<file path="src/rtl/cache_mem_arbiter_pkg.sv">
// Shared types for the cache/memory arbiter: FSM states, owner encoding and
// the beat-counter width helper.
package cache_mem_arbiter_pkg;

    typedef enum logic [1:0] {
        IDLE  = 2'd0,
        CMD   = 2'd1,
        WDATA = 2'd2,
        RDATA = 2'd3
    } state_t;

    typedef enum logic {
        OWN_IC = 1'b0,
        OWN_DC = 1'b1
    } owner_t;

    // A single-beat line still gets a 1-bit counter so the datapath stays uniform.
    function automatic int cntWidth(input int beats);
        return (beats > 1) ? $clog2(beats) : 1;
    endfunction

endpackage

</file>
<file path="src/rtl/cache_mem_arbiter_rr_arbiter2.sv">
// Two-way round-robin arbiter. On a tie the requester that did not win last
// time is chosen; the winner is remembered only when advance is asserted.
import cache_mem_arbiter_pkg::*;

module rr_arbiter2 (
    input  logic       clk,
    input  logic       rst,
    input  logic [1:0] req,
    input  logic       advance,
    output logic [1:0] grant
);

    logic last;

    always_comb begin
        grant    = 2'b00;
        grant[0] = req[0] & (~req[1] | last);
        grant[1] = req[1] & (~req[0] | ~last);
    end

    always_ff @(posedge clk) begin
        if (rst)
            last <= 1'b0;
        else if (advance && (grant != 2'b00))
            last <= grant[1];
    end

endmodule

</file>
<file path="src/rtl/cache_mem_arbiter.sv">
// Shares one memory channel between icache refills and dcache refills/writebacks;
// one line transaction in flight, read beats steered to the owning cache.
import cache_mem_arbiter_pkg::*;

module cache_mem_arbiter #(
    parameter int ADDR_W = 28,
    parameter int DATA_W = 128,
    parameter int BEATS  = 4
) (
    input  logic              clk,
    input  logic              rst,
    input  logic              ic_req_valid,
    input  logic [ADDR_W-1:0] ic_req_addr,
    output logic              ic_req_ready,
    output logic [DATA_W-1:0] ic_rdata,
    output logic              ic_rdata_valid,
    input  logic              dc_req_valid,
    input  logic              dc_req_we,
    input  logic [ADDR_W-1:0] dc_req_addr,
    output logic              dc_req_ready,
    input  logic [DATA_W-1:0] dc_wdata,
    input  logic              dc_wdata_valid,
    output logic              dc_wdata_ready,
    output logic [DATA_W-1:0] dc_rdata,
    output logic              dc_rdata_valid,
    output logic              mem_cmd_valid,
    input  logic              mem_cmd_ready,
    output logic              mem_cmd_we,
    output logic [ADDR_W-1:0] mem_cmd_addr,
    output logic [DATA_W-1:0] mem_wdata,
    output logic              mem_wdata_valid,
    input  logic              mem_wdata_ready,
    input  logic [DATA_W-1:0] mem_rdata,
    input  logic              mem_rdata_valid,
    output logic              busy,
    output logic              err
);

    localparam int CNT_W = cntWidth(BEATS);
    localparam logic [CNT_W-1:0] LAST_BEAT = CNT_W'(BEATS - 1);

    state_t            state;
    owner_t            owner;
    logic [CNT_W-1:0]  beatCnt;
    logic [1:0]        grant;
    logic              inIdle;
    logic              wrBeat;
    logic              rdBeat;

    // Requests are only visible to the arbiter while idle and out of reset.
    assign inIdle = (state == IDLE) && !rst;

    rr_arbiter2 uArb (
        .clk     (clk),
        .rst     (rst),
        .req     ({dc_req_valid, ic_req_valid} & {2{inIdle}}),
        .advance (inIdle),
        .grant   (grant)
    );

    assign ic_req_ready    = grant[0];
    assign dc_req_ready    = grant[1];
    assign mem_cmd_valid   = (state == CMD);
    assign busy            = (state != IDLE);

    assign mem_wdata       = dc_wdata;
    assign mem_wdata_valid = (state == WDATA) && dc_wdata_valid;
    assign dc_wdata_ready  = (state == WDATA) && mem_wdata_ready;
    assign wrBeat          = (state == WDATA) && dc_wdata_valid && mem_wdata_ready;

    assign ic_rdata        = mem_rdata;
    assign dc_rdata        = mem_rdata;
    assign rdBeat          = (state == RDATA) && mem_rdata_valid;
    assign ic_rdata_valid  = rdBeat && (owner == OWN_IC);
    assign dc_rdata_valid  = rdBeat && (owner == OWN_DC);

    always_ff @(posedge clk) begin
        if (rst) begin
            state        <= IDLE;
            owner        <= OWN_IC;
            beatCnt      <= '0;
            mem_cmd_addr <= '0;
            mem_cmd_we   <= 1'b0;
            err          <= 1'b0;
        end else begin
            // Read data with no read in progress has nowhere to go.
            if (mem_rdata_valid && (state != RDATA))
                err <= 1'b1;
            case (state)
                IDLE: begin
                    if (grant != 2'b00) begin
                        mem_cmd_addr <= grant[1] ? dc_req_addr : ic_req_addr;
                        mem_cmd_we   <= grant[1] & dc_req_we;
                        owner        <= grant[1] ? OWN_DC : OWN_IC;
                        beatCnt      <= '0;
                        state        <= CMD;
                    end
                end
                CMD: begin
                    beatCnt <= '0;
                    if (mem_cmd_ready)
                        state <= mem_cmd_we ? WDATA : RDATA;
                end
                WDATA, RDATA: begin
                    if (wrBeat || rdBeat) begin
                        if (beatCnt == LAST_BEAT) begin
                            beatCnt <= '0;
                            state   <= IDLE;
                        end else begin
                            beatCnt <= beatCnt + CNT_W'(1);
                        end
                    end
                end
                default: state <= IDLE;
            endcase
        end
    end

endmodule

</file>
<file path="config.mk">
export PLATFORM = sky130hd
export DESIGN_NAME = cache_mem_arbiter
export DESIGN_NICKNAME = d
export VERILOG_FILES = /design/src/rtl/cache_mem_arbiter_pkg.sv /design/src/rtl/cache_mem_arbiter_rr_arbiter2.sv /design/src/rtl/cache_mem_arbiter.sv
export SDC_FILE = /design/constraint.sdc
export NUM_CORES = 1
export LEC_CHECK = 0
export CELL_PAD_IN_SITES_DETAIL_PLACEMENT = 1
export CELL_PAD_IN_SITES_GLOBAL_PLACEMENT = 1
export CORE_AREA = 2 2 288 290
export CTS_CLUSTER_DIAMETER = 60
export DETAILED_ROUTE_END_ITERATION = 16
export DIE_AREA = 0 0 290 292
export DONT_BUFFER_PORTS = 1
export PLACE_DENSITY_LB_ADDON = 0.1
export REMOVE_ABC_BUFFERS = 1
export SETUP_SLACK_MARGIN = 0.1
export SYNTH_ARGS = -nofsm -noshare
export SYNTH_HDL_FRONTEND = slang
export SYNTH_SLANG_ARGS = --single-unit
</file>
<file path="constraint.sdc">
create_clock -name clk -period 2.12 [get_ports clk]
set_input_delay 0.106 -clock clk [delete_from_list [all_inputs] [get_ports clk]]
set_output_delay 0.106 -clock clk [all_outputs]
set_load 0.03 [all_outputs]
</file>
== Word level (Yosys, flattened, before mapping) ==
Cells that the tools add are included.
W data, S select, Z words.
Storage, ports and cells
  register bits after elaboration: 36
  input port bits: 321
  output and inout port bits: 422
  word-level logic and storage cells: 57
Cells by class
  $add $sub $neg: 1
  equal/unequal tests: 9
  muxes and demuxes: 12
  reduce and logical (&&, ||, !) cells: 18
  bitwise gates (word level): 10
Operators by type and width (count)
  $mux W28: 1
  $mux W2: 7
  $pmux W2 S3: 2
  $logic_and A1 B1 Y1: 9
  $eq A2 B2 Y1 const B: 3
  $ne A2 B2 Y1 const B: 3
  $ne A2 B1 Y1 const B: 2
  $not A1 Y1: 4
  $reduce_and A2 Y1: 2
  $reduce_and A4 Y1: 1
  $reduce_bool A2 Y1: 2
  $and A1 B1 Y1: 3
  $add A2 B1 Y2 const B: 1
  $and A2 B2 Y2: 1
  $eq A2 B1 Y1 const B: 1
  $logic_not A2 Y1: 1
  $mux W1: 2
  $or A1 B1 Y1: 2
  $reduce_or A2 Y1: 1
  $logic_not A1 Y1: 1
  $logic_or A1 B1 Y1: 1

== Longest topological paths before layout ==
  depth after elaboration: 9
  gate-level depth with buffers: 6
  mapped depth without buffers: 4

== Cells and area by module ==
From an unflattened synthesis, not the netlist that was laid out.
Unflattened totals
  cells, all modules: 575
  area, all modules: 4743.3 um^2
Modules (own cells, without submodules)
  cache_mem_arbiter: instances 1, area each 4678.2 um^2, cells an instance 568, sequential area each 700.7 um^2
  rr_arbiter2: instances 1, area each 65.1 um^2, cells an instance 7, sequential area each 20.0 um^2

== Worst setup path before layout ==
OpenSTA, ideal clock, no wires.
  kind: flip-flop to flip-flop
  start: register state[1]
  end: register owner
  data required time: 1.981 ns
  arrival: 1.632 ns
  path buffers: 3
  stages on the path, launching flop included: 7
  setup slack: 0.349 ns
  period minus slack after synthesis: 1.771 ns
  setup time: 0.139 ns
  path through: dfxtp_1 > buf_6 > or3b_1 > buf_6 > buf_6 > nor3_2 > o31ai_1
On the way
  cells in the longest elaborated chain, start to end: 8
  elaborated cells between the ends (all ways): 12
  those cells by class: mux: 1; bitwise: 7; reduce/logical: 4
Ends and longest elaborated chain
  from (decl): line cache_mem_arbiter.sv:42  | state_t state;
  from (signal assigned): line cache_mem_arbiter.sv:102  | state <= mem_cmd_we ? WDATA : RDATA;
  $logic_not A2 Y1 (*): line cache_mem_arbiter.sv:51  | assign inIdle = (state == IDLE) && !rst;
  $logic_and A1 B1 Y1 (*): line cache_mem_arbiter.sv:51
  $and A2 B2 Y2 (*): line cache_mem_arbiter.sv:56  | .req ({dc_req_valid, ic_req_valid} & {2{inIdle}}),
  $not A1 Y1: line cache_mem_arbiter_rr_arbiter2.sv:17  | grant[0] = req[0] & (~req[1] | last);
  $or A1 B1 Y1: line cache_mem_arbiter_rr_arbiter2.sv:17
  $and A1 B1 Y1 (*): line cache_mem_arbiter_rr_arbiter2.sv:17
  net ic_req_ready: line cache_mem_arbiter.sv:14  | output logic ic_req_ready,
  $reduce_bool A2 Y1 (*): line cache_mem_arbiter.sv:91  | if (grant != 2'b00) begin
  $reduce_and A2 Y1 (no line) (*)
  to (signal assigned): line cache_mem_arbiter.sv:94  | owner <= grant[1] ? OWN_DC : OWN_IC;
  to (decl): line cache_mem_arbiter.sv:43  | owner_t owner;
Mark *: on every way through the listed nets, which the timed path passes. The rest lies on a longest branch.
A chain may end at the register's enable or synchronous reset.

== Final worst setup path ==
  start: register state[0]
  end: output ic_req_ready
On the way
  cells in the longest elaborated chain, start to end: 6
Ends and longest elaborated chain (line)
  $logic_not A2 Y1 (*): cache_mem_arbiter.sv:51
  $logic_and A1 B1 Y1 (*): cache_mem_arbiter.sv:51
  $and A2 B2 Y2 (*): cache_mem_arbiter.sv:56
  $not A1 Y1: cache_mem_arbiter_rr_arbiter2.sv:17
  $or A1 B1 Y1: cache_mem_arbiter_rr_arbiter2.sv:17
  $and A1 B1 Y1 (*): cache_mem_arbiter_rr_arbiter2.sv:17
  to (decl): cache_mem_arbiter.sv:14
Mark *: on every way between the ends. The rest lies on a longest branch, timed or not.

==> impl_metrics.json <==
{
  "finalHoldViolCount": 0,
  "yosysWarnings": 0,
  "hold_end": "mem_cmd_addr[3]",
  "viasPerCell": 2.84,
  "ff2ff_setup_slack_ns": 0.25,
  "maxSlewViolCount": 0,
  "fmax_mhz": 509,
  "globalplace.congestion": 1.22,
  "grt_pass1_vias": 3238,
  "clock_path_buffers": 2,
  "coreArea_um2": 81600,
  "synth_area_um2": 5090,
  "worst_path_max_delay_cell": "or3b_2",
  "crit_start": "state[0]",
  "ir_worst_vdd_v": 0.000233,
  "ys_seq_area_share_pct": 14.2,
  "max_stage_delay_ns": 0.50,
  "synth.top_cell.area_share_pct": 56.7,
  "die-area_um2": 84700,
  "relSlewSlack_pct": 48.1,
  "maxCapViolCount": 0,
  "cts-htree-levels": 2,
  "fill_cells": 9655,
  "path_delay_family": "simple AND/OR/NAND/NOR gates",
  "period_share_pct": 92.6,
  "crit_required_ns": 2.01,
  "area_growth_pct": -23.0,
  "insertion_delay_ns": 0.31,
  "dpl.cell_count": 1283,
  "synth_ff_type": "dfxtp_1",
  "gr-total-overflow": 0,
  "num_vias": 3724,
  "crit_chain": "or3b_2 > buf_4 > nor3_4 > buf_4",
  "tightest_slew_ns": 0.779,
  "arrival_ns": 1.86,
  "synth_area_leaders": "buf_4, dfxtp_1, a311oi_2",
  "rows": 105,
  "clk_pin_slew_ns": 0.07,
  "drtPass1Iterations": 5,
  "synth_cells": 613,
  "worst_r2r_endpoint": "mem_cmd_addr[4]",
  "grt_first_pass_wirelength_um": 134000,
  "drt_wl_total_um": 124000,
  "criticalPathCategory": "flip-flop to output pin",
  "cts_tree": "built",
  "wl_per_cell_um": 94.5,
  "grt_max_degree": 35,
  "port-buffer-count": 0,
  "r2r_cells": 3,
  "drc_errors": 0,
  "cts_inserted_buffers": 5,
  "synth_edf_count": 0,
  "avgSynthCellArea_um2": 8.30,
  "critical_path_buf_inv_count": 2,
  "fp.dieW_um": 290,
  "cts_sinks": 36,
  "end_kind": "output pin",
  "ant_nets": 0,
  "finClkSkew_ns": 0.00638,
  "rsz0062_at_grt": "yes",
  "post_dp_cell_area_um2": 3530,
  "dp_hpwl_um": 115000,
  "drive_above_1_share_pct": 31.0,
  "final_cells": 1313,
  "finalSetupViolCount": 0,
  "grt_antenna_before_repair": 1,
  "fp.dieH_um": 292,
  "nets": 563,
  "start_kind": "flip-flop",
  "synthArstFlopShare_pct": 0,
  "r2r_start": "state[0]",
  "total_power_uw": 2320,
  "p_leak_uw": 0.000825,
  "yosysTopAreaCell": "buf_4",
  "root_buffer": "clkbuf_16",
  "fin_crit_ns": 1.96,
  "synth_cell_types": 37,
  "final_area_um2": 3920,
  "outcome": "finished clean",
  "pin_count": 743,
  "initial_core_util_pct": 6.23,
  "hold_path_class": "input pin to flip-flop",
  "utilization_pct": 4.80,
  "synth-seq-cells": 36,
  "drt_iter0_markers": 515,
  "path_max_fanout": 18,
  "path_common_cell": "buf_4",
  "p_per_area_nw_per_um2": 593,
  "hold_path_depth": 2,
  "worstHoldStart": "ic_req_addr[3]",
  "grtUsageTotal_pct": 28.5
}
## routing by layer
layer,wire (um),up-vias,GRT usage (%),share of wire [%]
met4,11200,12,21.1,9.1
met1,14400,1566,9.18,12
met3,34600,166,38.0,28
met2,63100,1028,51.4,51
met5,729,-,6.41,0.59
li1,-,952,-,-
## area by class of cell
| type | count | area (um2) | area share (%) |
|---|---|---|---|
| sequential | 36 | 721 | 18.4 |
| antenna | 1 | 2.50 | 0.0639 |
| clock buffer | 8 | 146 | 3.74 |
| timing repair buffer | 38 | 375 | 9.58 |
| multi-input combinational | 156 | 1320 | 33.6 |
| inverter | 4 | 15.0 | 0.383 |
| tap | 1070 | 1340 | 34.2 |
## registers in the layout, indices dropped and copies added, names as in the netlist
register / count
mem_cmd_we: 1
owner: 1
state: 2
beatCnt: 2
mem_cmd_addr: 28
uArb.last: 1
err: 1
## cell usage after synthesis (all sizes together), types with 4 or more instances
cell type and number:
a21oi 4, a311oi 29, buf 401, clkbuf 17, dfxtp 36, inv 4
nand2 7, nand4 28, nor2 4, nor3 30, o31ai 29
## placed cells by master (no fill, tap or decap), types with 2 or more instances in the layout
cell type,Yosys,routed
buf_12,0,2
o31ai_2,9,9
nor2_1,4,4
dlygate4sd3_1,0,18
nand3_1,2,2
a311o_1,2,2
nand2_1,7,7
and3b_1,2,2
buf_4,384,17
nor3_1,29,28
clkbuf_16,0,5
dfxtp_1,36,36
o31ai_1,20,20
inv_1,3,2
nand4_1,28,28
a21oi_1,4,4
clkbuf_1,17,2
or3b_2,0,2
a311oi_2,28,28
inv_2,1,2
## power breakdown
part	switching (uW)	internal (uW)
sequential	164	736
combinational	365	180
clock	404	474
## how the worst max path moves through the flow
stage	slack (ns)	end	cells past startpoint
final	0.16	ic_req_ready	4
after global routing	0.07	ic_req_ready	4
after CTS	0.11	ic_req_ready	4
after detailed placement	0.20	mem_cmd_addr[8]	4
after global placement	0.22	mem_cmd_addr[8]	4
after floorplan	-0.20	owner	3
## cells by family after synthesis
group                      synth area share, %
AOI/OAI and AO/OA                         15.4
adders and majority gates                0.246
and+or+nand+nor                           9.32
muxes                                    0.197
DFF                                       14.2
buffers and inverters                     60.6
## stage by stage
step / TNS (ns) / setup slack (ns) / hold WS, ns
after global placement: 0 / 0.225 / 0.206
final: 0 / 0.157 / 0.0177
after global routing: 0 / 0.0722 / 0.0160
after detailed placement: 0 / 0.196 / 0.209
after floorplan: -0.594 / -0.197 / 0.174
after CTS: 0 / 0.106 / 0.000489
## timing repair
| item | in CTS | in global routing |
|---|---|---|
| endpoints found under the setup margin | 1 | 2 |
| hold buffers | 19 | 0 |
| pin swaps | 1 | 0 |
| resized for setup | 0 | 2 |
| cloned | 1 | 0 |
| setup buffers | 1 | 0 |
| hold endpoints to repair | 34 | 0 |
Note: power is estimated with default switching activity, not from simulation.
